### config.mk
export PLATFORM = sky130hd
export DESIGN_NAME = keypad_scanner
export DESIGN_NICKNAME = d
export VERILOG_FILES = /design/src/rtl/keypad_pkg.sv /design/src/rtl/keypad_scanner_tick_gen.sv /design/src/rtl/keypad_scanner.sv
export SDC_FILE = /design/constraint.sdc
export NUM_CORES = 1
export LEC_CHECK = 0
export BUFFER_PORTS_ARGS = -buffer_cell sky130_fd_sc_hd__clkbuf_2
export CAP_MARGIN = 5
export CELL_PAD_IN_SITES_DETAIL_PLACEMENT = 0
export CELL_PAD_IN_SITES_GLOBAL_PLACEMENT = 1
export CORE_ASPECT_RATIO = 1.2
export CORE_MARGIN = 1.5
export CORE_UTILIZATION = 45
export CTS_BUF_LIST = sky130_fd_sc_hd__clkbuf_2 sky130_fd_sc_hd__clkbuf_4 sky130_fd_sc_hd__clkbuf_8
export DETAILED_ROUTE_END_ITERATION = 8
export GPL_ROUTABILITY_DRIVEN = 0
export GPL_TIMING_DRIVEN = 1
export PLACE_DENSITY = 0.86
export SYNTH_ARGS = -nofsm -noshare
export SYNTH_HDL_FRONTEND = slang
export SYNTH_SLANG_ARGS = --single-unit
### constraint.sdc
create_clock -name clk -period 2.05 [get_ports clk]
set_input_delay 0.205 -clock clk [delete_from_list [all_inputs] [get_ports clk]]
set_output_delay 0.205 -clock clk [all_outputs]
set_load 0.03 [all_outputs]
### src/rtl/keypad_pkg.sv
// Shared types and constants for the 4x4 keypad scanner and its consumer.
package keypad_pkg;

    typedef enum logic [1:0] {
        SCAN     = 2'd0,
        DEBOUNCE = 2'd1,
        HELD     = 2'd2
    } state_e;

    localparam int NUM_ROWS = 4;
    localparam int NUM_COLS = 4;
    localparam int CODE_W   = 4;

    // Key codes are {row_idx, col_idx}; layout 1 2 3 A / 4 5 6 B / 7 8 9 C / * 0 # D.
    localparam logic [CODE_W-1:0] KEY_1       = 4'h0;
    localparam logic [CODE_W-1:0] KEY_2       = 4'h1;
    localparam logic [CODE_W-1:0] KEY_3       = 4'h2;
    localparam logic [CODE_W-1:0] KEY_COIN    = 4'h3;
    localparam logic [CODE_W-1:0] KEY_4       = 4'h4;
    localparam logic [CODE_W-1:0] KEY_5       = 4'h5;
    localparam logic [CODE_W-1:0] KEY_6       = 4'h6;
    localparam logic [CODE_W-1:0] KEY_7       = 4'h8;
    localparam logic [CODE_W-1:0] KEY_8       = 4'h9;
    localparam logic [CODE_W-1:0] KEY_9       = 4'hA;
    localparam logic [CODE_W-1:0] KEY_CANCEL  = 4'hC;
    localparam logic [CODE_W-1:0] KEY_0       = 4'hD;
    localparam logic [CODE_W-1:0] KEY_CONFIRM = 4'hE;

    function automatic logic [1:0] lowest_low_row(input logic [NUM_ROWS-1:0] rows);
        logic [1:0] idx;
        if (!rows[0]) begin
            idx = 2'd0;
        end else if (!rows[1]) begin
            idx = 2'd1;
        end else if (!rows[2]) begin
            idx = 2'd2;
        end else if (!rows[3]) begin
            idx = 2'd3;
        end else begin
            idx = 2'd0;
        end
        return idx;
    endfunction

endpackage

### src/rtl/keypad_scanner_tick_gen.sv
// Column-slot timer: tick_o is high during the last cycle of every SCAN_TICKS-cycle slot.
module scan_tick_gen #(
    parameter int SCAN_TICKS = 40000
) (
    input  logic clk_i,
    input  logic rst_i,
    output logic tick_o
);

    localparam int                CNT_W = $clog2(SCAN_TICKS);
    localparam logic [CNT_W-1:0] LAST  = CNT_W'(SCAN_TICKS - 1);

    logic [CNT_W-1:0] cnt_q;
    logic [CNT_W-1:0] cnt_d;
    logic             tick_q;

    always_comb begin
        if (cnt_q == LAST) begin
            cnt_d = '0;
        end else begin
            cnt_d = cnt_q + CNT_W'(1);
        end
    end

    // tick_q is registered from the next count so it coincides with cnt_q == LAST.
    always_ff @(posedge clk_i or posedge rst_i) begin
        if (rst_i) begin
            cnt_q  <= '0;
            tick_q <= 1'b0;
        end else begin
            cnt_q  <= cnt_d;
            tick_q <= (cnt_d == LAST);
        end
    end

    assign tick_o = tick_q;

endmodule

### src/rtl/keypad_scanner.sv
// 4x4 matrix keypad scanner: column strobe, row synchronizer, debounced press/release FSM.
module keypad_scanner
    import keypad_pkg::*;
#(
    parameter int SCAN_TICKS     = 40000,
    parameter int DEBOUNCE_SCANS = 20
) (
    input  logic                clk,
    input  logic                rst,
    input  logic [NUM_ROWS-1:0] row_in,
    output logic [NUM_COLS-1:0] col_drive,
    output logic [CODE_W-1:0]   key_code,
    output logic                key_valid,
    output logic                key_held
);

    localparam int                 DCNT_W   = $clog2(DEBOUNCE_SCANS);
    localparam logic [DCNT_W-1:0] DEB_LAST = DCNT_W'(DEBOUNCE_SCANS - 1);

    logic [NUM_ROWS-1:0] sync1_q;
    logic [NUM_ROWS-1:0] sync2_q;
    logic [NUM_ROWS-1:0] rows_s;
    logic                tick_s;

    state_e              state_q;
    logic [1:0]          col_idx_q;
    logic [NUM_COLS-1:0] col_drive_q;
    logic [1:0]          row_idx_q;
    logic [NUM_ROWS-1:0] pat_q;
    logic [DCNT_W-1:0]   cnt_q;
    logic [CODE_W-1:0]   key_code_q;
    logic                key_valid_q;
    logic                key_held_q;

    scan_tick_gen #(
        .SCAN_TICKS(SCAN_TICKS)
    ) u_tick (
        .clk_i (clk),
        .rst_i (rst),
        .tick_o(tick_s)
    );

    // Two-flop synchronizer; idle (all rows released) is all-ones.
    always_ff @(posedge clk or posedge rst) begin
        if (rst) begin
            sync1_q <= 4'hF;
            sync2_q <= 4'hF;
        end else begin
            sync1_q <= row_in;
            sync2_q <= sync1_q;
        end
    end

    assign rows_s = sync2_q;

    // cnt_q is the press-match count in DEBOUNCE and the release count in HELD.
    always_ff @(posedge clk or posedge rst) begin
        if (rst) begin
            state_q     <= SCAN;
            col_idx_q   <= 2'd0;
            col_drive_q <= 4'b1110;
            row_idx_q   <= 2'd0;
            pat_q       <= 4'hF;
            cnt_q       <= '0;
            key_code_q  <= 4'h0;
            key_valid_q <= 1'b0;
            key_held_q  <= 1'b0;
        end else begin
            key_valid_q <= 1'b0;
            if (tick_s) begin
                case (state_q)
                    SCAN: begin
                        if (rows_s != 4'hF) begin
                            row_idx_q <= lowest_low_row(rows_s);
                            pat_q     <= rows_s;
                            cnt_q     <= DCNT_W'(1);
                            state_q   <= DEBOUNCE;
                        end else begin
                            col_idx_q   <= col_idx_q + 2'd1;
                            col_drive_q <= {col_drive_q[2:0], col_drive_q[3]};
                        end
                    end
                    DEBOUNCE: begin
                        if (rows_s == pat_q) begin
                            if (cnt_q == DEB_LAST) begin
                                key_code_q  <= {row_idx_q, col_idx_q};
                                key_valid_q <= 1'b1;
                                key_held_q  <= 1'b1;
                                cnt_q       <= '0;
                                state_q     <= HELD;
                            end else begin
                                cnt_q <= cnt_q + DCNT_W'(1);
                            end
                        end else begin
                            state_q     <= SCAN;
                            col_idx_q   <= col_idx_q + 2'd1;
                            col_drive_q <= {col_drive_q[2:0], col_drive_q[3]};
                        end
                    end
                    HELD: begin
                        if (rows_s[row_idx_q]) begin
                            if (cnt_q == DEB_LAST) begin
                                key_held_q  <= 1'b0;
                                cnt_q       <= '0;
                                state_q     <= SCAN;
                                col_idx_q   <= col_idx_q + 2'd1;
                                col_drive_q <= {col_drive_q[2:0], col_drive_q[3]};
                            end else begin
                                cnt_q <= cnt_q + DCNT_W'(1);
                            end
                        end else begin
                            cnt_q <= '0;
                        end
                    end
                    default: begin
                        state_q     <= SCAN;
                        col_idx_q   <= 2'd0;
                        col_drive_q <= 4'b1110;
                        cnt_q       <= '0;
                        key_held_q  <= 1'b0;
                    end
                endcase
            end
        end
    end

    assign col_drive = col_drive_q;
    assign key_code  = key_code_q;
    assign key_valid = key_valid_q;
    assign key_held  = key_held_q;

endmodule

==> summary.md, run 1 <==
| Metric | Value |
|---|---|
| Final Skew | `7.22 ps` |
| Count of flip-flops with a built-in enable after synthesis | `0` |
| DIE HEIGHT | `around 83 um` |
| Fraction of synthesis flops using an asynchronous set or reset pin | `100%` |
| Leak pwr | `1.33 nW` |
| Routed via count | `approximately 1,800` |
| Worst setup timing slack at the placement stage | `between 70 and 80 ps` |
| Start-to-end type of the worst setup path | `reg -> reg` |
| Wire length reported by the detailed router | `~4.6 mm` |
| Sw Ratio | `approximately a fifth` |
| Number of buffers between clock root and the deepest sink | `2` |
| Count of max-cap constraint violations | `0` |
| Die extent in x | `70.0 um` |
| Fraction of layout cells with a size suffix above 1 | `a little over a third` |
| Nets | `between 200 and 300` |
| Clock tree from TritonCTS | `done` |
| Total area of sequential cells | `0.00128 mm^2` |
| End-of-flow core utilization | `57.1%` |
| Initial Utilization | `between 40% and 50%` |
| Core Area | `around 0.0052 mm^2` |
| Psw | `roughly 0.00036 W` |
| Headroom to the max-slew limit | `roughly two thirds` |
| Commonest non-fill, non-tap cell in the layout | `sky130_fd_sc_hd__dfrtp_1` |
| Drt drc | `0` |
| Number of primary I/O pins | `16` |
| Number of global-route vias before repair | `between 1,500 and 2,000` |
| Routed wirelength normalized by instance count | `roughly 14 um` |
| Final-report setup violation count | `0` |
| Number of filler instances in the final layout | `488` |
| DPL Wire Length | `around 3.3 mm` |
| Synth Area in Adders | `roughly 1.5%` |
| Pin count of the biggest net entering global routing | `25` |
| Kind of end point of the critical path | `flip-flop` |
| Worst-case hold slack | `358 ps` |
| Warnings, synthesis | `0` |
| Fraction of the yosys area taken by sequential cells | `a little over half` |
| Maximum level of the CTS H-tree | `2` |
| Post-place instance area | `0.00267 mm^2` |
| WP data arrival | `between 2000 and 2500 ps` |
| Clock Root Buffer | `sky130_fd_sc_hd__clkbuf_8` |
| Result of the run | `complete, no violations` |
| Most used cells in the layout excluding fill and tap cells | `sky130_fd_sc_hd__dfrtp_1 (27), sky130_fd_sc_hd__buf_4 (23), sky130_fd_sc_hd__nor2_1 (19)` |
| Max frequency | `517 MHz` |
| Drt first-iter violations | `between 80 and 90` |
| Post-Synth Simple-Gate Area | `a little over a fifth` |
| Clk pwr share | `39.7%` |
| Die area | `slightly below 0.006 mm^2` |
| Worst vdd ir | `0.000401 V` |
| Leading cell types by total area after synthesis | `sky130_fd_sc_hd__dfrtp_1 (36%), sky130_fd_sc_hd__dfstp_2 (16%), sky130_fd_sc_hd__xor2_1 (4.0%)` |
| Combinational family with the most area after synthesis | `simple AND/OR/NAND/NOR gates` |
| Path category of the worst min-delay check | `reg -> reg` |
| Antenna cells | `0` |
| Pwr Density | `588 mW/mm^2` |
| Average via count per standard cell | `about 5.5` |
| Setup TNS after final layout | `0 ps` |
| Share of total power in combinational logic | `roughly 2.7%` |
| Multiplexer fraction of the synthesized cell area | `under 10%` |
| Setup repair after global routing missed its margin | `yes` |
| Top flip-flop cell by instance count after synthesis | `sky130_fd_sc_hd__dfrtp_1` |
| Total of flip-flops plus latches after synthesis | `50` |
| Multi-input combinational cell area | `0.00116 mm^2` |
| Internal power summed over all cells | `0.00140 W` |
| Clock sink count | `50` |
| Post-synthesis cell area | `around 0.0024 mm^2` |
| Mapped Nets | `233` |
| Number of endpoints with negative hold slack in the final report | `0` |
| Maximum fanout count along the critical path | `5` |
| Reg clk slew, reported paths | `90 ps` |
| Final Critical Period | `1940 ps` |
| Slew at the pin with the worst max-slew slack | `roughly 500 ps` |
| Leftover overflow at the end of global routing | `0` |
| Fraction of synthesized cell area taken by the top area cell type | `between 30% and 40%` |
| Element type at the critical path start | `flip-flop` |
| Share of total power in sequential cells | `a little under three fifths` |
| Data required time of the critical path | `between 2000 and 2500 ps` |
| First-pass GRT wire length | `roughly 8 mm` |
| Antenna violations before repair | `0` |
| Final setup slack of the worst path | `~110 ps` |
| # rows | `29` |
| Layout Area Growth over Synthesis | `23.1%` |
| Clock buffer count from CTS | `5` |
| Average size of a mapped cell | `between 10 and 15 um^2` |
| Xor/xnor share of the synthesized area | `under 10%` |
| Area fraction in compound gates after synthesis | `10.8%` |
| Source-to-sink clock delay at the later pin of the worst-skew pair | `~300 ps` |
| Detailed-router iteration count before antenna repair | `4` |
| Cell taking the most area after synthesis | `sky130_fd_sc_hd__dfrtp_1` |
| Overall Global Routing Usage | `17.1%` |
| Final standard cell area without fillers | `a little under 0.003 mm^2` |
| Number of instances in the synthesized netlist | `between 200 and 250` |
| Routed Antenna Nets | `0` |
| Number of library cell types mapped by synthesis | `51` |
| Total count of max-transition violations in the final report | `0` |
| Count of port buffers added during placement | `15` |
| Final clock period utilization by the worst path | `94.4%` |
## kinds of logic after synthesis
| kind of cell | Yosys count |
|---|---|
| compound gates | 43 |
| xor+xnor | 15 |
| fa+ha+maj | 3 |
| buf+inv | 15 |
| flops | 50 |
| mux | 11 |
| simple gates | 87 |
## registers in the layout, summed over array words and instances (netlist names)
signal,cells
col_idx_q,2
rows_s,4
cnt_q,5
row_idx_q,2
sync1_q,4
key_code,4
u_tick.tick_o,1
key_held,1
u_tick.cnt_q,16
key_valid,1
pat_q,4
col_drive,4
state_q,2
## critical path, stage by stage (launching register included)
cell and delay, ps:
sky130_fd_sc_hd__dfrtp_1 360, sky130_fd_sc_hd__buf_4 140, sky130_fd_sc_hd__nand4_1 170, sky130_fd_sc_hd__nor4_2 170
sky130_fd_sc_hd__buf_4 160, sky130_fd_sc_hd__xor2_1 70, sky130_fd_sc_hd__or4_4 530, sky130_fd_sc_hd__nor4b_4 260
## Yosys cell counts (3+ instances only)
cell,number
sky130_fd_sc_hd__inv_1,10
sky130_fd_sc_hd__dfstp_2,15
sky130_fd_sc_hd__ha_1,3
sky130_fd_sc_hd__nand2b_1,4
sky130_fd_sc_hd__clkbuf_1,3
sky130_fd_sc_hd__nor3b_1,3
sky130_fd_sc_hd__a21oi_1,14
sky130_fd_sc_hd__nor2b_1,3
sky130_fd_sc_hd__nand3_1,8
sky130_fd_sc_hd__o21ai_0,12
sky130_fd_sc_hd__mux2_2,8
sky130_fd_sc_hd__xnor2_1,4
sky130_fd_sc_hd__nand4_1,7
sky130_fd_sc_hd__nor2_1,20
sky130_fd_sc_hd__nor3_1,4
sky130_fd_sc_hd__dfrtp_1,35
sky130_fd_sc_hd__nand2_1,16
sky130_fd_sc_hd__xor2_1,11
## power groups by stage
stage	logic [W]	registers [W]	clock network [W]
2_1_floorplan	0.0000255	0.00102	0
3_3_place_gp	0.0000420	0.00103	0
3_5_place_dp	0.0000424	0.00103	0
4_1_cts	0.0000496	0.00101	0.000724
5_1_grt	0.0000549	0.00101	0.000761
6_report	0.0000481	0.00101	0.000696
## metal layers
metal | vias up | global-route usage (%) | share of wire (%)
li1 | 894 | - | -
met1 | 897 | 20.5 | 45
met2 | 32 | 29.8 | 51
met3 | 7 | 3.76 | 2.8
met4 | 0 | 6.12 | 1.9
met5 | - | 0 | 0
## final cells by class
class,instances,share of cell area (%)
sequential,50,42.9
multi-input combinational,159,39.0
tap,62,2.60
clock buffer,6,2.56
timing repair buffer,44,10.4
inverter,10,1.26
clock inverter,2,1.26
## repair_timing
| item | in CTS | in global routing |
|---|---|---|
| setup endpoints to repair | 0 | 11 |
| hold buffers | 5 | 0 |
| hold endpoints to repair | 20 | 0 |
| buffers inserted | 0 | 7 |
| gates resized for setup | 0 | 20 |
## stage by stage
stage               cells  total power, W
floorplan             224         0.00105
global placement      312         0.00107
detailed placement    312         0.00107
CTS                   325         0.00178
global route          333         0.00183
finish                333         0.00175
## path summary, 6_finish.rpt
| path | end | slack, ps | cells past startpoint | from |
|---|---|---|---|---|
| min in group asynchronous | u_tick.cnt_q[6] | 450 | 3 | rst |
| worst max register to register | u_tick.tick_o | 110 | 7 | u_tick.cnt_q[0] |
| worst min-delay path | rows_s[3] | 360 | 0 | sync1_q[3] |
| max in group asynchronous | col_drive[1] | 930 | 4 | rst |
| worst min register to register | rows_s[3] | 360 | 0 | sync1_q[3] |
| worst max-delay path | u_tick.tick_o | 110 | 7 | u_tick.cnt_q[0] |
Note: power is estimated with default switching activity, not from simulation.
==> inputs of run 2 (changes only) <==
--- a/config.mk
+++ b/config.mk
@@ -17,6 +17,7 @@
 export GPL_ROUTABILITY_DRIVEN = 0
 export GPL_TIMING_DRIVEN = 1
 export PLACE_DENSITY = 0.86
+export SETUP_SLACK_MARGIN = 0.3
 export SYNTH_ARGS = -nofsm -noshare
 export SYNTH_HDL_FRONTEND = slang
 export SYNTH_SLANG_ARGS = --single-unit
==> run 2 against run 1 <==
  * Clock power rose by 4.7%
  * Critical path type unchanged
  * Clock skew fell by 1.6 ps
  * Die area did not move
  * Worst hold slack got worse by 310 ps
  * Highest routed layer unchanged
  * Largest cell class is now multi-input combinational cells
==> summary.md, run 2 (synthesis gave the netlist of run 1 again) <==
| Metric | Value |
|---|---|
| Clock buffer count from CTS | `5 (unchanged)` |
| Worst vdd ir | `0.000349 V (-13%)` |
| Total count of max-transition violations in the final report | `0 (unchanged)` |
| Final-report setup violation count | `0 (unchanged)` |
| Final clock period utilization by the worst path | `92.0% (-2.4 points)` |
| Overall Global Routing Usage | `18.6% (+1.5 points)` |
| Clock Root Buffer | `sky130_fd_sc_hd__clkbuf_8` |
| Data required time of the critical path | `2240 ps (-30 ps)` |
| Slowest stage cell on the critical path | `sky130_fd_sc_hd__dfstp_2` |
| Slew at the pin with the worst max-slew slack | `612 ps (+112 ps)` |
| Element type at the critical path start | `flip-flop` |
| Worst setup timing slack at the placement stage | `21.7 ps (-56.4 ps)` |
| Fraction of layout cells with a size suffix above 1 | `45.7% (+10 points)` |
| Path category of the worst min-delay check | `in -> async` |
| # rows | `29 (unchanged)` |
| Die area | `0.00583 mm^2 (unchanged)` |
| Global-route layer with the greatest usage | `met2` |
| Source-to-sink clock delay at the later pin of the worst-skew pair | `300 ps (about the same)` |
| Count of max-cap constraint violations | `0 (unchanged)` |
| Initial Utilization | `46.4% (unchanged)` |
| Ordered list of cells on the worst path | `xor2_2, nor4_4, buf_4, o221a_4, mux2_4` |
| Clock sink count | `50 (unchanged)` |
| DIE HEIGHT | `83.4 um (unchanged)` |
| Detailed-router iteration count before antenna repair | `4 (unchanged)` |
| Most used cells in the layout excluding fill and tap cells | `sky130_fd_sc_hd__dfrtp_1 (29), sky130_fd_sc_hd__buf_4 (28), sky130_fd_sc_hd__nor2_1 (17)` |
| Antenna cells | `0 (unchanged)` |
| Combined buffer and inverter count along the critical path | `1 (-1)` |
| Clock tree from TritonCTS | `done` |
| Routed wirelength normalized by instance count | `15.1 um (+9.2%)` |
| Leak pwr | `1.41 nW (+6.4%)` |
| Commonest non-fill, non-tap cell in the layout | `sky130_fd_sc_hd__dfrtp_1` |
| Setup TNS after final layout | `0 ps (unchanged)` |
| Headroom to the max-slew limit | `59.2% (-7.4 points)` |
| Final Critical Period | `1890 ps (-50.1 ps)` |
| First-pass GRT wire length | `8.76 mm (+9.0%)` |
| Final std cells w/o fill | `344 (+3.3%)` |
| Routed Antenna Nets | `0 (unchanged)` |
| Start-to-end type of the worst setup path | `reg -> reg` |
| Post-place instance area | `0.00266 mm^2 (-0.51%)` |
| Drt drc | `0 (unchanged)` |
| End-of-flow core utilization | `62.2% (+5.1 points)` |
| Number of endpoints with negative hold slack in the final report | `0 (unchanged)` |
| Drt first-iter violations | `56 (-31%)` |
| Number of global-route vias before repair | `1,957 (+7.6%)` |
| Final standard cell area without fillers | `0.00325 mm^2 (+9.0%)` |
| Kind of end point of the critical path | `flip-flop` |
| Average via count per standard cell | `5.56 (+1.2%)` |
| Number of buffers between clock root and the deepest sink | `2 (unchanged)` |
| Final Skew | `5.64 ps (-1.58 ps)` |
| Maximum fanout count along the critical path | `6 (+1)` |
| Biggest registers after layout | `u_tick.cnt_q x16, cnt_q x5` |
| Wire length reported by the detailed router | `5.19 mm (+13%)` |
| Reg clk slew, reported paths | `80 ps (about the same)` |
| Nets | `290 (+3.9%)` |
| Result of the run | `complete, no violations` |
| Die extent in x | `70.0 um (unchanged)` |
| Max FFs per register | `16 (unchanged)` |
| Final setup slack of the worst path | `165 ps (+50.1 ps)` |
| Delay of the slowest critical-path stage | `580 ps (+50 ps)` |
| Maximum level of the CTS H-tree | `2 (unchanged)` |
| Global Route met2 Usage | `33.9% (+4.1 points)` |
| Layout Area Growth over Synthesis | `34.2%` |
| WP data arrival | `2070 ps (-80 ps)` |
| Setup repair after global routing missed its margin | `yes` |
| Core Area | `0.00523 mm^2 (unchanged)` |
| Antenna violations before repair | `0 (unchanged)` |
| Most flop-heavy register | `u_tick.cnt_q` |
| GRT met3 Usage | `3.64% (-0.12 points)` |
| Kind of cell adding the most delay to the critical path | `flip-flops` |
| DPL Wire Length | `3.19 mm (-3.5%)` |
| Max frequency | `530 MHz (+2.7%)` |
| Pin count of the biggest net entering global routing | `51 (+100%)` |
| GR Util met1 | `21.0% (+0.49 points)` |
| Routed via count | `1,914 (+4.6%)` |
| Placed cell count | `306 (-1.9%)` |
| Number of primary I/O pins | `16 (unchanged)` |
| Pwr Density | `551 mW/mm^2 (-6.3%)` |
| Leftover overflow at the end of global routing | `0 (unchanged)` |
| Count of port buffers added during placement | `15 (unchanged)` |
## run 2: per-stage QoR
step | hold slack, ps | power, W
2_1_floorplan | 209 | 0.00105
3_3_place_gp | 294 | 0.00107
3_5_place_dp | 294 | 0.00107
4_1_cts | 66.9 | 0.00181
5_1_grt | 94.2 | 0.00186
6_report | 43.3 | 0.00179
## run 2: final timing paths
kind	cells past startpoint	from	endpoint	slack, ps
setup / recovery	5	rows_s[3]	cnt_q[0]	160
hold / removal	3	rst	u_tick.cnt_q[4]	40
setup reg to reg	5	rows_s[3]	cnt_q[0]	160
hold reg to reg	0	sync1_q[3]	rows_s[3]	360
max in group asynchronous	3	rst	u_tick.cnt_q[2]	1570
min in group clk	0	sync1_q[3]	rows_s[3]	360
## run 2: power by group
part           switching [W]  internal (W)
registers         0.00000668       0.00100
logic              0.0000321     0.0000213
clock network       0.000317      0.000411
total               0.000356       0.00143
## run 2: per-layer routing
layer	part of all wire [%]	routed length [um]
met5	0	0
met2	53	2770
met1	41	2140
met3	2.7	142
met4	2.6	137
## run 2: final cells by class
class / instances / area (um^2)
clock buffer: 7 / 90.1
clock inverter: 1 / 30.0
fill: 438 / 1970
inverter: 10 / 37.5
multi-input combinational: 159 / 1320
sequential: 50 / 1280
tap: 62 / 77.6
timing repair buffer: 55 / 415
## run 2: worst reg2reg max path, stage by stage, from the launching register on
cell and delay (ps):
sky130_fd_sc_hd__dfstp_2 580, sky130_fd_sc_hd__xor2_2 90, sky130_fd_sc_hd__nor4_4 340, sky130_fd_sc_hd__buf_4 210, sky130_fd_sc_hd__o221a_4 250, sky130_fd_sc_hd__mux2_4 310
## run 2: repair_timing
item	in CTS	in global routing
pin swaps	11	14
endpoints found under the setup margin	16	22
cloned	1	0
hold buffers	4	0
resized for setup	23	37
buffers inserted	21	4
endpoints found under the hold margin	4	0
